### src/rtl/ber_meas_ctrl_pkg.sv
// Shared types for the BER measurement sequencer: FSM states, status codes, default counter width.
package ber_pkg;

    localparam int NB_CNT_DEF = 64;

    typedef enum logic [2:0] {
        S_IDLE  = 3'd0,
        S_RESET = 3'd1,
        S_SYNC  = 3'd2,
        S_MEAS  = 3'd3,
        S_DONE  = 3'd4
    } state_t;

    typedef enum logic [1:0] {
        ST_NONE = 2'b00,
        ST_OK   = 2'b01,
        ST_STOP = 2'b10,
        ST_TMO  = 2'b11
    } status_t;

endpackage

### src/rtl/ber_meas_ctrl.sv
// Sequencer for one BER counter: reset, sync wait, windowed count, snapshot and done pulse.
// Optional sync timeout is compiled in with `define BER_CTRL_TIMEOUT_EN.
module ber_meas_ctrl
    import ber_pkg::*;
#(
    parameter int NB_CNT     = NB_CNT_DEF,
    parameter int RST_CYCLES = 4,
    parameter int NB_TMO     = 20
) (
    input  logic              clock,
    input  logic              i_reset_n,
    input  logic              i_start,
    input  logic              i_stop,
    input  logic [NB_CNT-1:0] i_window,
    input  logic              i_valid,
    input  logic [NB_CNT-1:0] i_bits,
    input  logic [NB_CNT-1:0] i_errors,
    output logic              o_ber_reset,
    output logic              o_ber_valid,
    output logic              o_busy,
    output logic              o_done,
    output logic [1:0]        o_status,
    output logic [NB_CNT-1:0] o_errors,
    output logic [NB_CNT-1:0] o_bits
);

    localparam int NB_RST = $clog2(RST_CYCLES + 1);

    state_t              state_q, state_d;
    logic [NB_RST-1:0]   rst_cnt_q, rst_cnt_d;
    logic [NB_CNT-1:0]   window_q, window_d;
    status_t             pend_q, pend_d;
    status_t             status_q, status_d;
    logic [NB_CNT-1:0]   errors_q, errors_d;
    logic [NB_CNT-1:0]   bits_q, bits_d;
    logic                done_q, done_d;
`ifdef BER_CTRL_TIMEOUT_EN
    logic [NB_TMO-1:0]   tmo_q, tmo_d;
`endif

    always_comb begin
        state_d   = state_q;
        rst_cnt_d = rst_cnt_q;
        window_d  = window_q;
        pend_d    = pend_q;
        status_d  = status_q;
        errors_d  = errors_q;
        bits_d    = bits_q;
        done_d    = 1'b0;
`ifdef BER_CTRL_TIMEOUT_EN
        tmo_d     = tmo_q;
`endif
        case (state_q)
            S_IDLE: begin
                if (i_start) begin
                    state_d   = S_RESET;
                    window_d  = i_window;
                    rst_cnt_d = NB_RST'(RST_CYCLES - 1);
                end
            end
            S_RESET: begin
`ifdef BER_CTRL_TIMEOUT_EN
                tmo_d = '0;
`endif
                if (rst_cnt_q == '0) begin
                    state_d = S_SYNC;
                end else begin
                    rst_cnt_d = rst_cnt_q - 1'b1;
                end
            end
            S_SYNC: begin
                // Sync is declared once the counter has accepted its first bit.
                if (i_stop) begin
                    pend_d  = ST_STOP;
                    state_d = S_DONE;
                end else if (i_bits != '0) begin
                    state_d = S_MEAS;
`ifdef BER_CTRL_TIMEOUT_EN
                end else if (&tmo_q) begin
                    pend_d  = ST_TMO;
                    state_d = S_DONE;
                end else if (i_valid) begin
                    tmo_d = tmo_q + 1'b1;
`endif
                end
            end
            S_MEAS: begin
                if ((window_q != '0) && (i_bits >= window_q)) begin
                    pend_d  = ST_OK;
                    state_d = S_DONE;
                end else if (i_stop) begin
                    pend_d  = ST_STOP;
                    state_d = S_DONE;
                end
            end
            S_DONE: begin
                // Snapshot and done pulse become visible together on the following cycle.
                status_d = pend_q;
                errors_d = i_errors;
                bits_d   = i_bits;
                done_d   = 1'b1;
                state_d  = S_IDLE;
            end
            default: state_d = S_IDLE;
        endcase
    end

    always_ff @(posedge clock or negedge i_reset_n) begin
        if (!i_reset_n) begin
            state_q   <= S_IDLE;
            rst_cnt_q <= '0;
            window_q  <= '0;
            pend_q    <= ST_NONE;
            status_q  <= ST_NONE;
            errors_q  <= '0;
            bits_q    <= '0;
            done_q    <= 1'b0;
`ifdef BER_CTRL_TIMEOUT_EN
            tmo_q     <= '0;
`endif
        end else begin
            state_q   <= state_d;
            rst_cnt_q <= rst_cnt_d;
            window_q  <= window_d;
            pend_q    <= pend_d;
            status_q  <= status_d;
            errors_q  <= errors_d;
            bits_q    <= bits_d;
            done_q    <= done_d;
`ifdef BER_CTRL_TIMEOUT_EN
            tmo_q     <= tmo_d;
`endif
        end
    end

    assign o_ber_reset = (state_q == S_IDLE) || (state_q == S_RESET);
    assign o_ber_valid = i_valid && ((state_q == S_SYNC) || (state_q == S_MEAS));
    assign o_busy      = (state_q != S_IDLE);
    assign o_done      = done_q;
    assign o_status    = status_q;
    assign o_errors    = errors_q;
    assign o_bits      = bits_q;

endmodule

### config.mk
export PLATFORM = sky130hd
export DESIGN_NAME = ber_meas_ctrl
export DESIGN_NICKNAME = d
export VERILOG_FILES = /design/src/rtl/ber_meas_ctrl_pkg.sv /design/src/rtl/ber_meas_ctrl.sv
export SDC_FILE = /design/constraint.sdc
export NUM_CORES = 1
export LEC_CHECK = 0
export ABC_CLOCK_PERIOD_IN_PS = 3230
export CAP_MARGIN = 10
export CORE_ASPECT_RATIO = 0.6
export CORE_MARGIN = 5
export CORE_UTILIZATION = 35
export DETAILED_ROUTE_END_ITERATION = 12
export PLACE_DENSITY = 0.64
export SYNTH_ARGS = -nofsm -noshare
export SYNTH_HDL_FRONTEND = slang
export SYNTH_SLANG_ARGS = --single-unit
### constraint.sdc
create_clock -name clock -period 3.23 [get_ports clock]
set_clock_uncertainty 0.15 [all_clocks]
set_input_delay 0.4845 -clock clock [delete_from_list [all_inputs] [get_ports clock]]
set_output_delay 0.4845 -clock clock [all_outputs]
set_load 0.1 [all_outputs]
==> impl_results.html <==
<table>
<tr><th>Metric</th><th>Value</th></tr>
<tr><th colspan="2">Placed design</th></tr>
<tr><td>Number of buffers added on ports</td><td>330</td></tr>
<tr><td>Placed cell count</td><td>1506</td></tr>
<tr><td>GP Congestion</td><td>0.848</td></tr>
<tr><td>Dpl hpwl</td><td>24300 µm</td></tr>
<tr><th colspan="2">Setup path</th></tr>
<tr><td>Reg-to-reg critical path endpoint</td><td>state_q[0]$_DFFE_PN0P_</td></tr>
<tr><td>Req. time, crit path</td><td>3.47 ns</td></tr>
<tr><td>Reg2reg path depth</td><td>7</td></tr>
<tr><td>Cells traversed along the worst timing path</td><td>clkdlybuf4s50_1 &gt; nor4_1 &gt; nand4_1 &gt; buf_4 &gt; nor4_2 &gt; a21o_2 &gt; nor2_4 &gt; buf_4 &gt; nand2_1 &gt; o21ai_2</td></tr>
<tr><td>Biggest cell delay along the critical path</td><td>0.70 ns</td></tr>
<tr><td>Kind of critical path</td><td>primary input to flop</td></tr>
<tr><td>Last element of the critical path</td><td>window_q[13]$_DFFE_PN0P_</td></tr>
<tr><td>Flop-to-flop setup slack</td><td>0.52 ns</td></tr>
<tr><td>Worst Path Max Fanout</td><td>24</td></tr>
<tr><td>R2R Path Start</td><td>window_q[38]$_DFFE_PN0P_</td></tr>
<tr><td>Cell occurring most often along the worst timing path</td><td>buf_4</td></tr>
<tr><td>Beginning of the critical path</td><td>i_bits[59]</td></tr>
<tr><td>Kind of end point of the critical path</td><td>flop</td></tr>
<tr><td>Slowest cell on the critical path</td><td>nor4_1</td></tr>
<tr><td>Startpoint Class</td><td>primary input</td></tr>
<tr><td>Arrival time at the worst endpoint</td><td>2.98 ns</td></tr>
<tr><th colspan="2">Logic synthesis</th></tr>
<tr><td>Async S/R FF share, synth</td><td>100%</td></tr>
<tr><td>Count of flip-flops with a built-in enable after synthesis</td><td>0</td></tr>
<tr><td>Leading post-synthesis cells by instance count</td><td>dfrtp_1, mux2_2, nand2_1</td></tr>
<tr><td>Top-area cell type share of the netlist area</td><td>52.5%</td></tr>
<tr><td>Post-synthesis mux area share</td><td>15.3%</td></tr>
<tr><td>Compound-cell area share of the yosys netlist</td><td>9.49%</td></tr>
<tr><td>Main flop type after synthesis</td><td>dfrtp_1</td></tr>
<tr><td>Number of warnings reported in the yosys synthesis log</td><td>0</td></tr>
<tr><td>Avg Inst Size Synth</td><td>11.9 µm²</td></tr>
<tr><td>Fraction of the mapped netlist area in simple logic gates</td><td>9.07%</td></tr>
<tr><td>Top post-synthesis cells by area</td><td>dfrtp_1, mux2_2, ha_1, o21ai_2, nand2_1</td></tr>
<tr><td>Count leader, synth</td><td>dfrtp_1</td></tr>
<tr><td>Number of nets produced by synthesis</td><td>1075</td></tr>
<tr><td>Post-Synth Adder-Cell Area</td><td>8.54%</td></tr>
<tr><td>Dominant combinational cell family by area after synthesis</td><td>multiplexers</td></tr>
<tr><td>Number of synthesized register bits</td><td>203</td></tr>
<tr><td>Largest area contributor in the netlist</td><td>dfrtp_1</td></tr>
<tr><td>Seq/Total Area, Yosys</td><td>52.5%</td></tr>
<tr><td>Xor/xnor share of the synthesized area</td><td>0%</td></tr>
<tr><td>Netlist area before placement</td><td>9670 µm²</td></tr>
<tr><td>Distinct cell type count after synthesis</td><td>40</td></tr>
<tr><td>Synthesized instance count</td><td>812</td></tr>
<tr><th colspan="2">Detailed routing</th></tr>
<tr><td>WL per Instance</td><td>19.9 µm</td></tr>
<tr><td>Via count normalized by instance count</td><td>4.80</td></tr>
<tr><td>TritonRoute pass-1 iters</td><td>4</td></tr>
<tr><td>Final routed DRC violation total</td><td>0</td></tr>
<tr><td>First-iteration detailed-routing DRC count</td><td>374</td></tr>
<tr><td>Vias</td><td>7428</td></tr>
<tr><td>Post-DRT Antenna Nets</td><td>0</td></tr>
<tr><td>Routed WL</td><td>30800 µm</td></tr>
<tr><th colspan="2">Die</th></tr>
<tr><td>Die outline width</td><td>225 µm</td></tr>
<tr><td>Total die area</td><td>31200 µm²</td></tr>
<tr><td>Placeable core area</td><td>27400 µm²</td></tr>
<tr><td>Count of standard-cell rows</td><td>47</td></tr>
<tr><td>Boundary Pins</td><td>331</td></tr>
<tr><td>Initial Utilization</td><td>35.3%</td></tr>
<tr><td>Vertical die dimension</td><td>139 µm</td></tr>
<tr><th colspan="2">CTS</th></tr>
<tr><td>Clock sink count</td><td>203</td></tr>
<tr><td>Buffer type at the clock tree root</td><td>clkbuf_16</td></tr>
<tr><td>Maximum count of clock buffers along a single path</td><td>3</td></tr>
<tr><td>Clock latency of the later-clocked register in the worst-skew pair</td><td>0.51 ns</td></tr>
<tr><td>CTS tree</td><td>built</td></tr>
<tr><td>Number of H-tree levels</td><td>1</td></tr>
<tr><td>Post-CTS setup-driven buffer insertion count</td><td>0</td></tr>
<tr><td>Number of buffers created by CTS</td><td>22</td></tr>
<tr><td>Clock transition at the registers of the reported paths</td><td>0.06 ns</td></tr>
<tr><th colspan="2">STA</th></tr>
<tr><td>Count of final hold-check violations</td><td>0</td></tr>
<tr><td>RSZ-0062 raised after global routing</td><td>no</td></tr>
<tr><td>Minimum period implied by the final worst setup slack</td><td>2.74 ns</td></tr>
<tr><td>Final Setup Violations</td><td>0</td></tr>
<tr><td>Setup tns final</td><td>0 ns</td></tr>
<tr><td>Maximum clock frequency</td><td>0.365 GHz</td></tr>
<tr><td>Crit share post-route</td><td>84.8%</td></tr>
<tr><td>Number of max-slew violations in the final report</td><td>0</td></tr>
<tr><td>Worst Hold Margin</td><td>0.327 ns</td></tr>
<tr><td>Transition time at the pin with the least slew margin</td><td>0.767 ns</td></tr>
<tr><td>Worst slew margin</td><td>48.4%</td></tr>
<tr><th colspan="2">GRT</th></tr>
<tr><td>Number of global-route vias before repair</td><td>7923</td></tr>
<tr><td>Overflow left after global routing</td><td>0</td></tr>
<tr><td>First-pass GRT wire length</td><td>47700 µm</td></tr>
<tr><td>Maximum number of pins on one net before global-route repair</td><td>118</td></tr>
<tr><td>Overall global routing resource usage</td><td>19.4%</td></tr>
<tr><td>Number of antenna violations at the first check in global routing</td><td>2</td></tr>
<tr><th colspan="2">Finish</th></tr>
<tr><td>Share of post-route cells with drive strength above 1</td><td>32.7%</td></tr>
<tr><td>Number of nets in the final layout</td><td>1427</td></tr>
<tr><td>Count of non-filler cells in the finished layout</td><td>1546</td></tr>
<tr><td>Area Overhead vs Synth</td><td>43.4%</td></tr>
<tr><td>Final core utilization</td><td>50.6%</td></tr>
<tr><th colspan="2">Min path</th></tr>
<tr><td>Worst min-delay path class</td><td>flop to flop</td></tr>
<tr><th colspan="2">Job</th></tr>
<tr><td>Max cap viols</td><td>0</td></tr>
<tr><th colspan="2">Status</th></tr>
<tr><td>Status</td><td>finished, final reports clean</td></tr>
</table>
worst max-delay path, delay by kind of cell:
family	cells	cell delay, ns
AOI/OAI and AO/OA	2	0.29
buffers and inverters	3	0.88
and+or+nand+nor	5	1.31
metal layers:
metal / track usage (%) / wire length, µm / vias up
li1: - / - / 3585
met1: 29.9 / 15300 / 3588
met2: 27.5 / 12600 / 219
met3: 5.75 / 2330 / 34
met4: 2.88 / 474 / 2
met5: 0 / 13 / -
placed cells by master, fill, tap and decap left out, types with 3 or more instances in the layout:
master           synthesis  final
dfrtp_1                203    203
clkdlybuf4s50_1          0    195
buf_4                    0    154
mux2_2                 130    130
nand2_1                 86     86
inv_1                   72     72
ha_1                    66     66
o21ai_2                 50     50
a21oi_1                 36     36
nor4_1                  29     29
clkbuf_16                0     23
nand4_1                 21     21
o21ai_0                 19     19
nor2_1                  14     13
o21ai_1                 11     11
nor3_1                   8      8
buf_12                   0      6
nand3_1                  5      5
clkinv_2                 0      5
clkbuf_1                 3      4
nor4_2                   3      3
a31oi_1                  3      3
clkbuf_8                 0      3
registers in the layout (all words and copies together), names as in the netlist:
name       cells
pend_q         2
window_q      64
state_q        3
o_bits        64
rst_cnt_q      3
o_done         1
o_status       2
o_errors      64
kinds of logic (layout without fill, tap and decap cells):
| group | count (synthesis) | count (layout) |
|---|---|---|
| flops | 203 | 203 |
| simple gates | 177 | 177 |
| compound gates | 134 | 134 |
| mux | 131 | 131 |
| buf+inv | 101 | 466 |
| fa+ha+maj | 66 | 66 |
| other cells | 0 | 2 |
worst min-delay path by stage:
stage	from	to	slack, ns	cells past startpoint
2_1_floorplan	i_reset_n	o_bits[0]$_DFFE_PN0P_	0.04	0
3_3_place_gp	rst_cnt_q[0]$_DFFE_PN0P_	rst_cnt_q[0]$_DFFE_PN0P_	0.31	1
3_5_place_dp	i_reset_n	o_bits[36]$_DFFE_PN0P_	0.32	1
4_1_cts	rst_cnt_q[0]$_DFFE_PN0P_	rst_cnt_q[0]$_DFFE_PN0P_	0.33	1
5_1_grt	i_window[57]	window_q[57]$_DFFE_PN0P_	0.36	3
6_report	rst_cnt_q[0]$_DFFE_PN0P_	rst_cnt_q[0]$_DFFE_PN0P_	0.33	1
repair_timing:
action	CTS	global route
hold buffers	1	0
resized for setup	0	0
endpoints found under the hold margin	56	0
through the flow:
stage	instance area [µm²]	worst slack (ns)
3_3_place_gp	13200	-0.0915
3_5_place_dp	13200	-0.117
6_report	13900	0.491
2_1_floorplan	9680	0.530
5_1_grt	13900	0.315
4_1_cts	13900	0.418
area by class of cell:
class,instances,area [µm²]
Inverter,72,270
Timing Repair Buffer,357,3250
Sequential cell,203,5080
Multi-Input combinational cell,508,4110
Clock buffer,30,632
Antenna cell,2,5.00
Clock inverter,7,62.6
Tap cell,367,459
Fill cell,2484,13500
Power is left out: the tool's default activity adds up to more than one toggle a clock period on the data nets, which glitch-free logic cannot reach.
